$ cat src/rtl/rv_mdu_cfg.sv
// rv_mdu_cfg: RV32M/RV64M multiply-divide unit for the execute stage.
//
// Purpose:
//   Stall-based MDU. Multiplies run through a MUL_STAGES deep pipeline whose
//   last stage is the result register. Divides run XLEN/DIV_BITS restoring
//   iterations, one per cycle. Divide-by-zero and signed overflow finish in
//   the request cycle.
//
// Handshake:
//   The core raises mdu_req_i with a valid opcode and operands and holds them
//   stable while mdu_stall_req_o is high. mdu_result_o is valid in the first
//   cycle mdu_stall_req_o is low (state DONE). mdu_kill_i aborts at any time;
//   mdu_keep_i freezes DONE.
//
// Ports:
//   clk_i            clock, rising edge
//   arstn_i          asynchronous active-low reset
//   mdu_req_i        operation request
//   mdu_port_a_i     operand A (rs1), XLEN bits
//   mdu_port_b_i     operand B (rs2), XLEN bits
//   mdu_op_i         opcode (rv_mdu_pkg::MDU_OP_*), codes >= 8 are invalid
//   mdu_kill_i       abort current operation
//   mdu_keep_i       hold completed result in DONE
//   mdu_result_o     result register, XLEN bits
//   mdu_stall_req_o  stall request while operation incomplete
//   mdu_dbg_state_o  current FSM state, for debug and checkers

package rv_mdu_pkg;
    localparam int MDU_OP_W = 4;
    localparam logic [MDU_OP_W-1:0] MDU_OP_MUL    = 4'd0;
    localparam logic [MDU_OP_W-1:0] MDU_OP_MULH   = 4'd1;
    localparam logic [MDU_OP_W-1:0] MDU_OP_MULHSU = 4'd2;
    localparam logic [MDU_OP_W-1:0] MDU_OP_MULHU  = 4'd3;
    localparam logic [MDU_OP_W-1:0] MDU_OP_DIV    = 4'd4;
    localparam logic [MDU_OP_W-1:0] MDU_OP_DIVU   = 4'd5;
    localparam logic [MDU_OP_W-1:0] MDU_OP_REM    = 4'd6;
    localparam logic [MDU_OP_W-1:0] MDU_OP_REMU   = 4'd7;

    typedef enum logic [1:0] {ST_IDLE, ST_MUL, ST_DIV, ST_DONE} mdu_state_e;
endpackage

module rv_mdu_cfg
    import rv_mdu_pkg::*;
#(
    parameter int XLEN       = 32,
    parameter int MUL_STAGES = 2,
    parameter int DIV_BITS   = 1
) (
    input  logic                clk_i,
    input  logic                arstn_i,
    input  logic                mdu_req_i,
    input  logic [XLEN-1:0]     mdu_port_a_i,
    input  logic [XLEN-1:0]     mdu_port_b_i,
    input  logic [MDU_OP_W-1:0] mdu_op_i,
    input  logic                mdu_kill_i,
    input  logic                mdu_keep_i,
    output logic [XLEN-1:0]     mdu_result_o,
    output logic                mdu_stall_req_o,
    output mdu_state_e          mdu_dbg_state_o
);

    localparam int N     = XLEN / DIV_BITS;
    localparam int CNT_W = $clog2(N + 1) + 1;
    localparam logic [CNT_W-1:0] MUL_LAST = CNT_W'(MUL_STAGES - 1);
    localparam logic [CNT_W-1:0] DIV_LAST = CNT_W'(N);

    mdu_state_e       r_state, w_state_n;
    logic [CNT_W-1:0] r_cnt, w_cnt_n;
    logic [XLEN-1:0]  r_result, w_res_d;
    logic             w_res_we;
    logic             w_div_start;

    // ---------------- opcode decode ----------------
    logic w_op_valid, w_is_mul, w_div_signed, w_div_rem;
    logic w_a_sgn, w_b_sgn, w_b_zero, w_ovf;

    assign w_op_valid   = ~mdu_op_i[3];
    assign w_is_mul     = ~mdu_op_i[2];
    assign w_div_signed = (mdu_op_i == MDU_OP_DIV) | (mdu_op_i == MDU_OP_REM);
    assign w_div_rem    = mdu_op_i[1];
    assign w_a_sgn      = (mdu_op_i == MDU_OP_MUL) | (mdu_op_i == MDU_OP_MULH) |
                          (mdu_op_i == MDU_OP_MULHSU);
    assign w_b_sgn      = (mdu_op_i == MDU_OP_MUL) | (mdu_op_i == MDU_OP_MULH);
    assign w_b_zero     = (mdu_port_b_i == '0);
    assign w_ovf        = w_div_signed & (mdu_port_a_i == {1'b1, {(XLEN-1){1'b0}}}) &
                          (mdu_port_b_i == '1);

    // Early-resolved divide result: B=0 gives all ones / A, overflow gives A / 0.
    logic [XLEN-1:0] w_spec_res;
    assign w_spec_res = w_b_zero ? (w_div_rem ? mdu_port_a_i : '1)
                                 : (w_div_rem ? '0 : mdu_port_a_i);

    // ---------------- multiplier ----------------
    // Extending to 2*XLEN is enough: the low 2*XLEN bits of a modular product
    // are identical to those of the XLEN+1 bit signed/unsigned product.
    logic [2*XLEN-1:0] w_a_ext, w_b_ext, w_prod;
    logic [XLEN-1:0]   w_mul_res, w_mul_out;

    assign w_a_ext   = {{XLEN{w_a_sgn & mdu_port_a_i[XLEN-1]}}, mdu_port_a_i};
    assign w_b_ext   = {{XLEN{w_b_sgn & mdu_port_b_i[XLEN-1]}}, mdu_port_b_i};
    assign w_prod    = w_a_ext * w_b_ext;
    assign w_mul_res = (mdu_op_i == MDU_OP_MUL) ? w_prod[XLEN-1:0] : w_prod[2*XLEN-1:XLEN];

    // The result register acts as the final multiplier stage, so only
    // MUL_STAGES-1 internal registers are needed.
    if (MUL_STAGES > 1) begin : g_pipe
        logic [XLEN-1:0] r_pipe [MUL_STAGES-1];
        always_ff @(posedge clk_i or negedge arstn_i) begin
            if (!arstn_i) begin
                for (int k = 0; k < MUL_STAGES-1; k++) r_pipe[k] <= '0;
            end else begin
                r_pipe[0] <= w_mul_res;
                for (int k = 1; k < MUL_STAGES-1; k++) r_pipe[k] <= r_pipe[k-1];
            end
        end
        assign w_mul_out = r_pipe[MUL_STAGES-2];
    end else begin : g_nopipe
        assign w_mul_out = w_mul_res;
    end

    // ---------------- divider ----------------
    logic [XLEN-1:0] r_rem, r_quo, r_dvs;
    logic            r_neg_q, r_neg_r, r_is_rem;
    logic [XLEN-1:0] w_a_abs, w_b_abs;
    logic [XLEN:0]   w_rem_n;
    logic [XLEN-1:0] w_quo_n, w_rem_lo, w_q_fix, w_r_fix, w_div_res;

    assign w_a_abs = (w_div_signed & mdu_port_a_i[XLEN-1]) ? -mdu_port_a_i : mdu_port_a_i;
    assign w_b_abs = (w_div_signed & mdu_port_b_i[XLEN-1]) ? -mdu_port_b_i : mdu_port_b_i;

    // DIV_BITS restoring steps per cycle; quotient bits shift in at the LSB
    // while dividend bits shift out of the MSB into the partial remainder.
    always_comb begin
        w_rem_n = {1'b0, r_rem};
        w_quo_n = r_quo;
        for (int i = 0; i < DIV_BITS; i++) begin
            w_rem_n = {w_rem_n[XLEN-1:0], w_quo_n[XLEN-1]};
            w_quo_n = {w_quo_n[XLEN-2:0], 1'b0};
            if (w_rem_n >= {1'b0, r_dvs}) begin
                w_rem_n    = w_rem_n - {1'b0, r_dvs};
                w_quo_n[0] = 1'b1;
            end
        end
    end

    assign w_rem_lo  = w_rem_n[XLEN-1:0];
    assign w_q_fix   = r_neg_q ? -w_quo_n : w_quo_n;
    assign w_r_fix   = r_neg_r ? -w_rem_lo : w_rem_lo;
    assign w_div_res = r_is_rem ? w_r_fix : w_q_fix;

    always_ff @(posedge clk_i or negedge arstn_i) begin
        if (!arstn_i) begin
            r_rem    <= '0;
            r_quo    <= '0;
            r_dvs    <= '0;
            r_neg_q  <= 1'b0;
            r_neg_r  <= 1'b0;
            r_is_rem <= 1'b0;
        end else if (w_div_start) begin
            r_rem    <= '0;
            r_quo    <= w_a_abs;
            r_dvs    <= w_b_abs;
            r_neg_q  <= w_div_signed & (mdu_port_a_i[XLEN-1] ^ mdu_port_b_i[XLEN-1]);
            r_neg_r  <= w_div_signed & mdu_port_a_i[XLEN-1];
            r_is_rem <= w_div_rem;
        end else if (r_state == ST_DIV) begin
            r_rem <= w_rem_lo;
            r_quo <= w_quo_n;
        end
    end

    // ---------------- control FSM ----------------
    always_ff @(posedge clk_i or negedge arstn_i) begin
        if (!arstn_i) begin
            r_state  <= ST_IDLE;
            r_cnt    <= '0;
            r_result <= '0;
        end else begin
            r_state <= w_state_n;
            r_cnt   <= w_cnt_n;
            if (w_res_we) r_result <= w_res_d;
        end
    end

    // r_cnt holds the cycle index relative to the request cycle.
    always_comb begin
        w_state_n   = r_state;
        w_cnt_n     = r_cnt;
        w_res_we    = 1'b0;
        w_res_d     = r_result;
        w_div_start = 1'b0;
        case (r_state)
            ST_IDLE: begin
                if (mdu_req_i && w_op_valid) begin
                    w_cnt_n = CNT_W'(1);
                    if (w_is_mul) begin
                        if (MUL_STAGES == 1) begin
                            w_state_n = ST_DONE;
                            w_res_we  = 1'b1;
                            w_res_d   = w_mul_res;
                        end else begin
                            w_state_n = ST_MUL;
                        end
                    end else if (w_b_zero || w_ovf) begin
                        w_state_n = ST_DONE;
                        w_res_we  = 1'b1;
                        w_res_d   = w_spec_res;
                    end else begin
                        w_state_n   = ST_DIV;
                        w_div_start = 1'b1;
                    end
                end
            end
            ST_MUL: begin
                if (r_cnt == MUL_LAST) begin
                    w_state_n = ST_DONE;
                    w_res_we  = 1'b1;
                    w_res_d   = w_mul_out;
                end else begin
                    w_cnt_n = r_cnt + CNT_W'(1);
                end
            end
            ST_DIV: begin
                if (r_cnt == DIV_LAST) begin
                    w_state_n = ST_DONE;
                    w_res_we  = 1'b1;
                    w_res_d   = w_div_res;
                end else begin
                    w_cnt_n = r_cnt + CNT_W'(1);
                end
            end
            ST_DONE: begin
                if (!mdu_keep_i) w_state_n = ST_IDLE;
            end
            default: w_state_n = ST_IDLE;
        endcase
        // Kill overrides everything: no start, no result write.
        if (mdu_kill_i) begin
            w_state_n   = ST_IDLE;
            w_res_we    = 1'b0;
            w_div_start = 1'b0;
        end
    end

    assign mdu_stall_req_o = (((r_state == ST_IDLE) & mdu_req_i & w_op_valid) |
                              (r_state == ST_MUL) | (r_state == ST_DIV)) & ~mdu_kill_i;
    assign mdu_result_o    = r_result;
    assign mdu_dbg_state_o = r_state;

endmodule

$ cat config.mk
export PLATFORM = sky130hd
export DESIGN_NAME = rv_mdu_cfg
export DESIGN_NICKNAME = d
export VERILOG_FILES = /design/src/rtl/rv_mdu_cfg.sv
export SDC_FILE = /design/constraint.sdc
export NUM_CORES = 2
export LEC_CHECK = 0
export ABC_CLOCK_PERIOD_IN_PS = 14700
export BUFFER_PORTS_ARGS = -buffer_cell sky130_fd_sc_hd__buf_4
export CORE_UTILIZATION = 35
export DETAILED_ROUTE_END_ITERATION = 7
export SYNTH_ARGS = -nofsm -noshare
export SYNTH_HDL_FRONTEND = slang
export SYNTH_SLANG_ARGS = --single-unit
$ cat constraint.sdc
create_clock -name clk_i -period 14.7 [get_ports clk_i]
set_input_delay 0.735 -clock clk_i [delete_from_list [all_inputs] [get_ports clk_i]]
set_output_delay 0.735 -clock clk_i [all_outputs]
set_load 0.02 [all_outputs]
=== Word-level counts from Yosys, hierarchy flattened ===
Cells that the tools add are included.

* $mul: 1
* Magnitude comparators: 1
* Reduce and logical (&&, ||, !) cells: 10
* Add/subtract/negate cells: 6
* Bitwise logic cells: 18
* Muxes and demuxes: 45
* Eq/ne operators: 22

{| class="wikitable"
|+ Operators by type and width
! kind !! count
|-
| 32-bit two-way mux || 19
|-
| 32-bit negator || 4
|-
| 32-bit one-hot mux with 3 select lines || 1
|-
| 32-bit equality test (second input constant) || 2
|-
| 33-bit by 33-bit multiplier with 64-bit output || 1
|-
| 33-bit by 32-bit greater-or-equal comparator with 1-bit output || 1
|-
| 32-bit zero test || 1
|-
| 32-bit subtractor || 1
|-
| 7-bit two-way mux || 3
|-
| 7-bit one-hot mux with 3 select lines || 1
|-
| 2-bit inequality test (second input constant) || 7
|-
| 1-bit two-way mux || 13
|-
| 2-bit two-way mux || 6
|-
| 3-bit inequality test (second input constant) || 4
|-
| 1-bit bitwise AND || 10
|-
| 4-bit by 3-bit equality test with 1-bit output (second input constant) || 2
|-
| 2-bit one-hot mux with 4 select lines || 1
|-
| 4-bit AND reduction || 2
|-
| 7-bit by 1-bit adder with 7-bit output (second input constant) || 1
|-
| 7-bit by 1-bit equality test with 1-bit output (second input constant) || 1
|-
| 7-bit by 6-bit equality test with 1-bit output (second input constant) || 1
|-
| 7-bit AND reduction || 1
|-
| 1-bit bitwise OR || 5
|-
| 2-bit equality test (second input constant) || 2
|-
| other kinds (12) || 13
|}

* Output and inout bits: 35
* Word-level logic and storage cells: 113
* Flip-flop bits (word level): 172

=== Depth between registers and ports, before layout ===
* Word-level depth: 11
* Mapped depth: 33

=== Least setup slack after synthesis ===
No wires, ideal clock.

* Path type: input -> register
* Start point: in mdu_port_a_i[31]
* End point: reg g_pipe.r_pipe[29] (netlist name)
* Path buffers: 3
* Arrival time: 9360 ps
* Library setup time: 69 ps
* Path slack: 5271 ps
* Stages on the path: 29
* Cells stage by stage: clkbuf_1 -> inv_1 -> a2111oi_0 -> clkbuf_1 -> nand2_1 -> fa_1 -> fa_1 -> inv_1 -> fa_1 -> inv_1 -> fa_1 -> inv_1 -> fa_1 -> fa_1 -> fa_1 -> inv_1 -> fa_1 -> inv_1 -> ha_1 -> clkbuf_1 -> a21o_1 -> a21oi_1 -> o21ai_0 -> a211oi_1 -> o41ai_4 -> a21oi_1 -> a211oi_1 -> or4b_1 -> nand3_1

* Cells in the longest elaborated chain, start to end: 3

{| class="wikitable"
|+ Ends and longest elaborated chain
! item !! RTL line !! RTL
|-
| from (decl) || 52 || <nowiki>input logic [XLEN-1:0] mdu_port_a_i,</nowiki>
|-
| 1-bit bitwise AND || 99 || <nowiki>assign w_a_ext = {{XLEN{w_a_sgn & mdu_port_a_i[XLEN-1]}}, mdu_port_a_i};</nowiki>
|-
| 33-bit by 33-bit multiplier with 64-bit output (*) || 101 || <nowiki>assign w_prod = w_a_ext * w_b_ext;</nowiki>
|-
| 32-bit two-way mux (*) || 102 || <nowiki>assign w_mul_res = (mdu_op_i == MDU_OP_MUL) ? w_prod[XLEN-1:0] : w_prod[2*XLEN-1:XLEN];</nowiki>
|-
| via w_mul_res[29] || 97 || <nowiki>logic [XLEN-1:0] w_mul_res, w_mul_out;</nowiki>
|-
| to (decl) || 107 || <nowiki>logic [XLEN-1:0] r_pipe [MUL_STAGES-1];</nowiki>
|}

Mark *: on every way through the listed nets, which the timed path passes. The rest lies on a longest branch.
A chain may end at the register's enable or synchronous reset.

=== Worst setup path in the final report ===
* Start point: in mdu_op_i[1]
* End point: reg g_pipe.r_pipe[29] (netlist name)

* Cells in the longest elaborated chain, start to end: 6

{| class="wikitable"
|+ Ends and longest elaborated chain
! item !! RTL line !! RTL
|-
| from (decl) || 54 || <nowiki>input logic [MDU_OP_W-1:0] mdu_op_i,</nowiki>
|-
| 4-bit by 1-bit equality test with 1-bit output / 4-bit zero test (equally long branches) || 81, 83, 102 ||
|-
| 1-bit bitwise OR || 81, 83 ||
|-
| 1-bit bitwise OR || 81 || <nowiki>assign w_a_sgn = (mdu_op_i == MDU_OP_MUL) | (mdu_op_i == MDU_OP_MULH) |</nowiki>
|-
| 1-bit bitwise AND || 99 ||
|-
| 33-bit by 33-bit multiplier with 64-bit output || 101 ||
|-
| 32-bit two-way mux (*) || 102 ||
|-
| via w_mul_res[29] || 97 ||
|}

Marks and branches as above.

==> metrics.log <==
[metrics] run status: finished, final reports clean
[metrics] DRC marker count from the first detailed-route iteration: 3192
[metrics] delay of the slowest cell on the worst path: 0.77 ns
[metrics] Num CTS Buffers: 17
[metrics] Avg Cell Area, Syn: 8.69 um^2
[metrics] number of synthesized register bits: 172
[metrics] count of unique library cells instantiated by Yosys: 108
[metrics] top-count cell post-synth: sky130_fd_sc_hd__inv_1
[metrics] relative max-transition margin: 0.196
[metrics] half-perimeter wire length after detailed placement: 124000 um
[metrics] routed via count: 40.3k
[metrics] total of buffers placed on input and output ports: 107
[metrics] required time of the worst setup path: 15.09 ns
[metrics] Residual DRC: 0
[metrics] total number of clock tree sinks: 172
[metrics] ranking of synthesized cells by instance count: sky130_fd_sc_hd__inv_1 (1240), sky130_fd_sc_hd__fa_1 (1126), sky130_fd_sc_hd__nand2_1 (983)
[metrics] first-pass GRT wire length: 253000 um
[metrics] Clock Root Buffer: sky130_fd_sc_hd__clkbuf_16
[metrics] worst skew pair latency: 0.47 ns
[metrics] Routed WL: 161000 um
[metrics] DIE WIDTH: 387 um
[metrics] Period Utilization, post-route: 0.640
[metrics] final count of hold timing violations: 0
[metrics] Layout Skew: 0.0136 ns
[metrics] classification of the worst-slack hold path: input pin to async pin
[metrics] vias in the first global route: 43.0k
[metrics] GRT Residual Overflow: 0
[metrics] total number of nets in the final design: 7203
[metrics] average wire per cell in the routed design: 20.9 um
[metrics] Vert. Die Dim: 387 um
[metrics] final sum of negative setup slack: 0 ns
[metrics] filler cell count in the final layout: 14.9k
[metrics] maximum number of pins on one net before global-route repair: 165
[metrics] register clock-pin slew on the reported worst setup and hold paths: 0.08 ns
[metrics] Post-CTS Resized: 0
[metrics] instance count of the mapped netlist: 5963
[metrics] TritonCTS clock tree: yes
[metrics] floorplan die area: 0.150 mm^2
[metrics] Core ar.: 0.146 mm^2
[metrics] antenna violations before repair: 9
[metrics] slew at the pin closest to its max-slew limit: 1.20 ns
[metrics] Area contributors post-synth: sky130_fd_sc_hd__fa_1 (43%), sky130_fd_sc_hd__inv_1 (9.0%), sky130_fd_sc_hd__dfrtp_1 (8.3%)
[metrics] per-cell via count in the routed design: 5.24
[metrics] Slew Limit Fails: 0
[metrics] startpoint type of the worst setup path: input pin
[metrics] CTS HTree Levels: 4
[metrics] post-synthesis to final-layout area growth: 5.03%
[metrics] highest attainable clock frequency: 106 MHz
[metrics] EDFF count, synth: 0
[metrics] master of the slowest instance on the critical path: sky130_fd_sc_hd__fa_1
[metrics] clock buffer depth: 2
[metrics] unrepaired setup endpoints after global routing: false
[metrics] Detailed Routing Iterations Pass 1: 6
[metrics] share of flip-flops with an asynchronous set or reset: 1.00
[metrics] effective utilization at floorplan: 0.354
[metrics] Total Routing Usage GR: 0.218
[metrics] area of the mapped netlist: 0.0518 mm^2
[metrics] Mapped Nets: 7419
[metrics] hold buffer count at CTS: 0
[metrics] worst setup path start: mdu_op_i[1]
[metrics] final worst path period need: 9.40 ns
[metrics] final antenna-violating net count: 0
[metrics] final setup violation count: 0
[metrics] Max FO, Critical Path: 35
[metrics] top flip-flop cell by instance count after synthesis: sky130_fd_sc_hd__dfrtp_1
[metrics] portion of synthesized cell area occupied by the leading cell type: 0.435
[metrics] io pins: 108
[metrics] core utilization of the finished layout: 0.372
[metrics] worst setup path category: input pin to flip-flop
[metrics] R2R Setup Slk: 7.93 ns
[metrics] register area share after synthesis: 0.0830
[metrics] count of maximum capacitance violations: 0
[metrics] library cell occupying the most area in the post-synthesis netlist: sky130_fd_sc_hd__fa_1
[metrics] YS warnings: 0
[metrics] number of setup buffers added after CTS: 0
[metrics] reg-to-reg startpoint: r_rem[12]
[metrics] nature of the critical path endpoint: flip-flop
[metrics] number of placement rows: 140
[metrics] final-layout worst hold slack: 0.231 ns
[metrics] layout cell share with drive strength beyond 1: 0.0448
[metrics] most frequent cell on the critical path: sky130_fd_sc_hd__fa_1
[metrics] Placer Congestion: 0.941
[metrics] data arrival time of the worst path: 9.80 ns
==> metal layers <==
| metal | wire (um) | vias up | global-route usage |
|---|---|---|---|
| met4 | 6350 | 0 | 0.0790 |
| met3 | 10200 | 253 | 0.0272 |
| li1 | - | 17627 | - |
| met5 | 0 | - | 0 |
| met2 | 75800 | 1385 | 0.357 |
| met1 | 68500 | 20987 | 0.294 |
==> path summary, 6_finish.rpt <==
check	end	cells after the start
min	mdu_dbg_state_o[0]	1
min reg2reg	mdu_result_o[2]	2
min in group clk_i	mdu_dbg_state_o[0]	2
max in group asynchronous	r_dvs[16]	3
max	g_pipe.r_pipe[29]	29
max reg2reg	mdu_result_o[28]	18
==> cell usage in the layout (no fill, tap or decap), types with 21 or more instances in the layout <==
cell	instances
sky130_fd_sc_hd__mux2i_1	59
sky130_fd_sc_hd__nand2b_1	30
sky130_fd_sc_hd__a211oi_1	21
sky130_fd_sc_hd__nor3_1	55
sky130_fd_sc_hd__xor2_1	73
sky130_fd_sc_hd__o21ai_1	42
sky130_fd_sc_hd__o31ai_1	33
sky130_fd_sc_hd__xnor2_1	128
sky130_fd_sc_hd__a21o_1	51
sky130_fd_sc_hd__nand2_1	983
sky130_fd_sc_hd__or3_1	21
sky130_fd_sc_hd__a31oi_1	24
sky130_fd_sc_hd__inv_1	1240
sky130_fd_sc_hd__nor2_1	213
sky130_fd_sc_hd__and2_1	318
sky130_fd_sc_hd__nand4_1	23
sky130_fd_sc_hd__nand3_1	36
sky130_fd_sc_hd__ha_1	256
sky130_fd_sc_hd__o21ai_0	162
sky130_fd_sc_hd__a211oi_2	21
sky130_fd_sc_hd__buf_4	140
sky130_fd_sc_hd__dfrtp_1	172
sky130_fd_sc_hd__fa_1	1126
sky130_fd_sc_hd__a21oi_1	176
==> stage by stage <==
step | setup WS [ns] | cells | cell area (um^2)
after detailed placement | 4.85 | 7645 | 53900
after floorplan | 5.27 | 5963 | 51800
final | 5.30 | 7679 | 54500
after global routing | 4.76 | 7676 | 54400
after global placement | 4.93 | 7645 | 53900
after CTS | 5.29 | 7676 | 54400
==> registers in the layout (all words and copies together) (netlist names) <==
signal,flops
r_quo,32
r_neg_q,1
r_cnt,7
mdu_result_o,32
r_rem,32
r_dvs,32
mdu_dbg_state_o,2
r_neg_r,1
g_pipe.r_pipe,32
r_is_rem,1
==> kinds of logic after synthesis <==
kind of cell    Yosys count  synth area share
flops                   172            0.0830
mux                      64            0.0131
fa+ha+maj              1383             0.497
xor+xnor                201            0.0340
buf+inv                1618             0.119
simple gates           1787             0.159
compound gates          738            0.0952
==> worst max-delay path: cells and delay by family <==
kind,cells,cell delay (ns)
AO/OA/AOI/OAI,8,1.55
adder cells (fa/ha/maj),9,4.92
buffers and inverters,9,1.84
AND/OR/NAND/NOR,3,0.69
==> final cells by class <==
class                      instances  area [um^2]  share of cell area
clock buffer                      18          429             0.00788
antenna                            3         7.51            0.000138
inverter                        1241         4660              0.0855
clock inverter                    13          163             0.00299
tap                             1917         2400              0.0440
multi-input combinational       4173        41400               0.760
timing repair buffer             142         1080              0.0199
sequential                       172         4300              0.0790
Power is not shown: default switching activity piles up to over one toggle a cycle in this logic, so the estimate is an artifact.
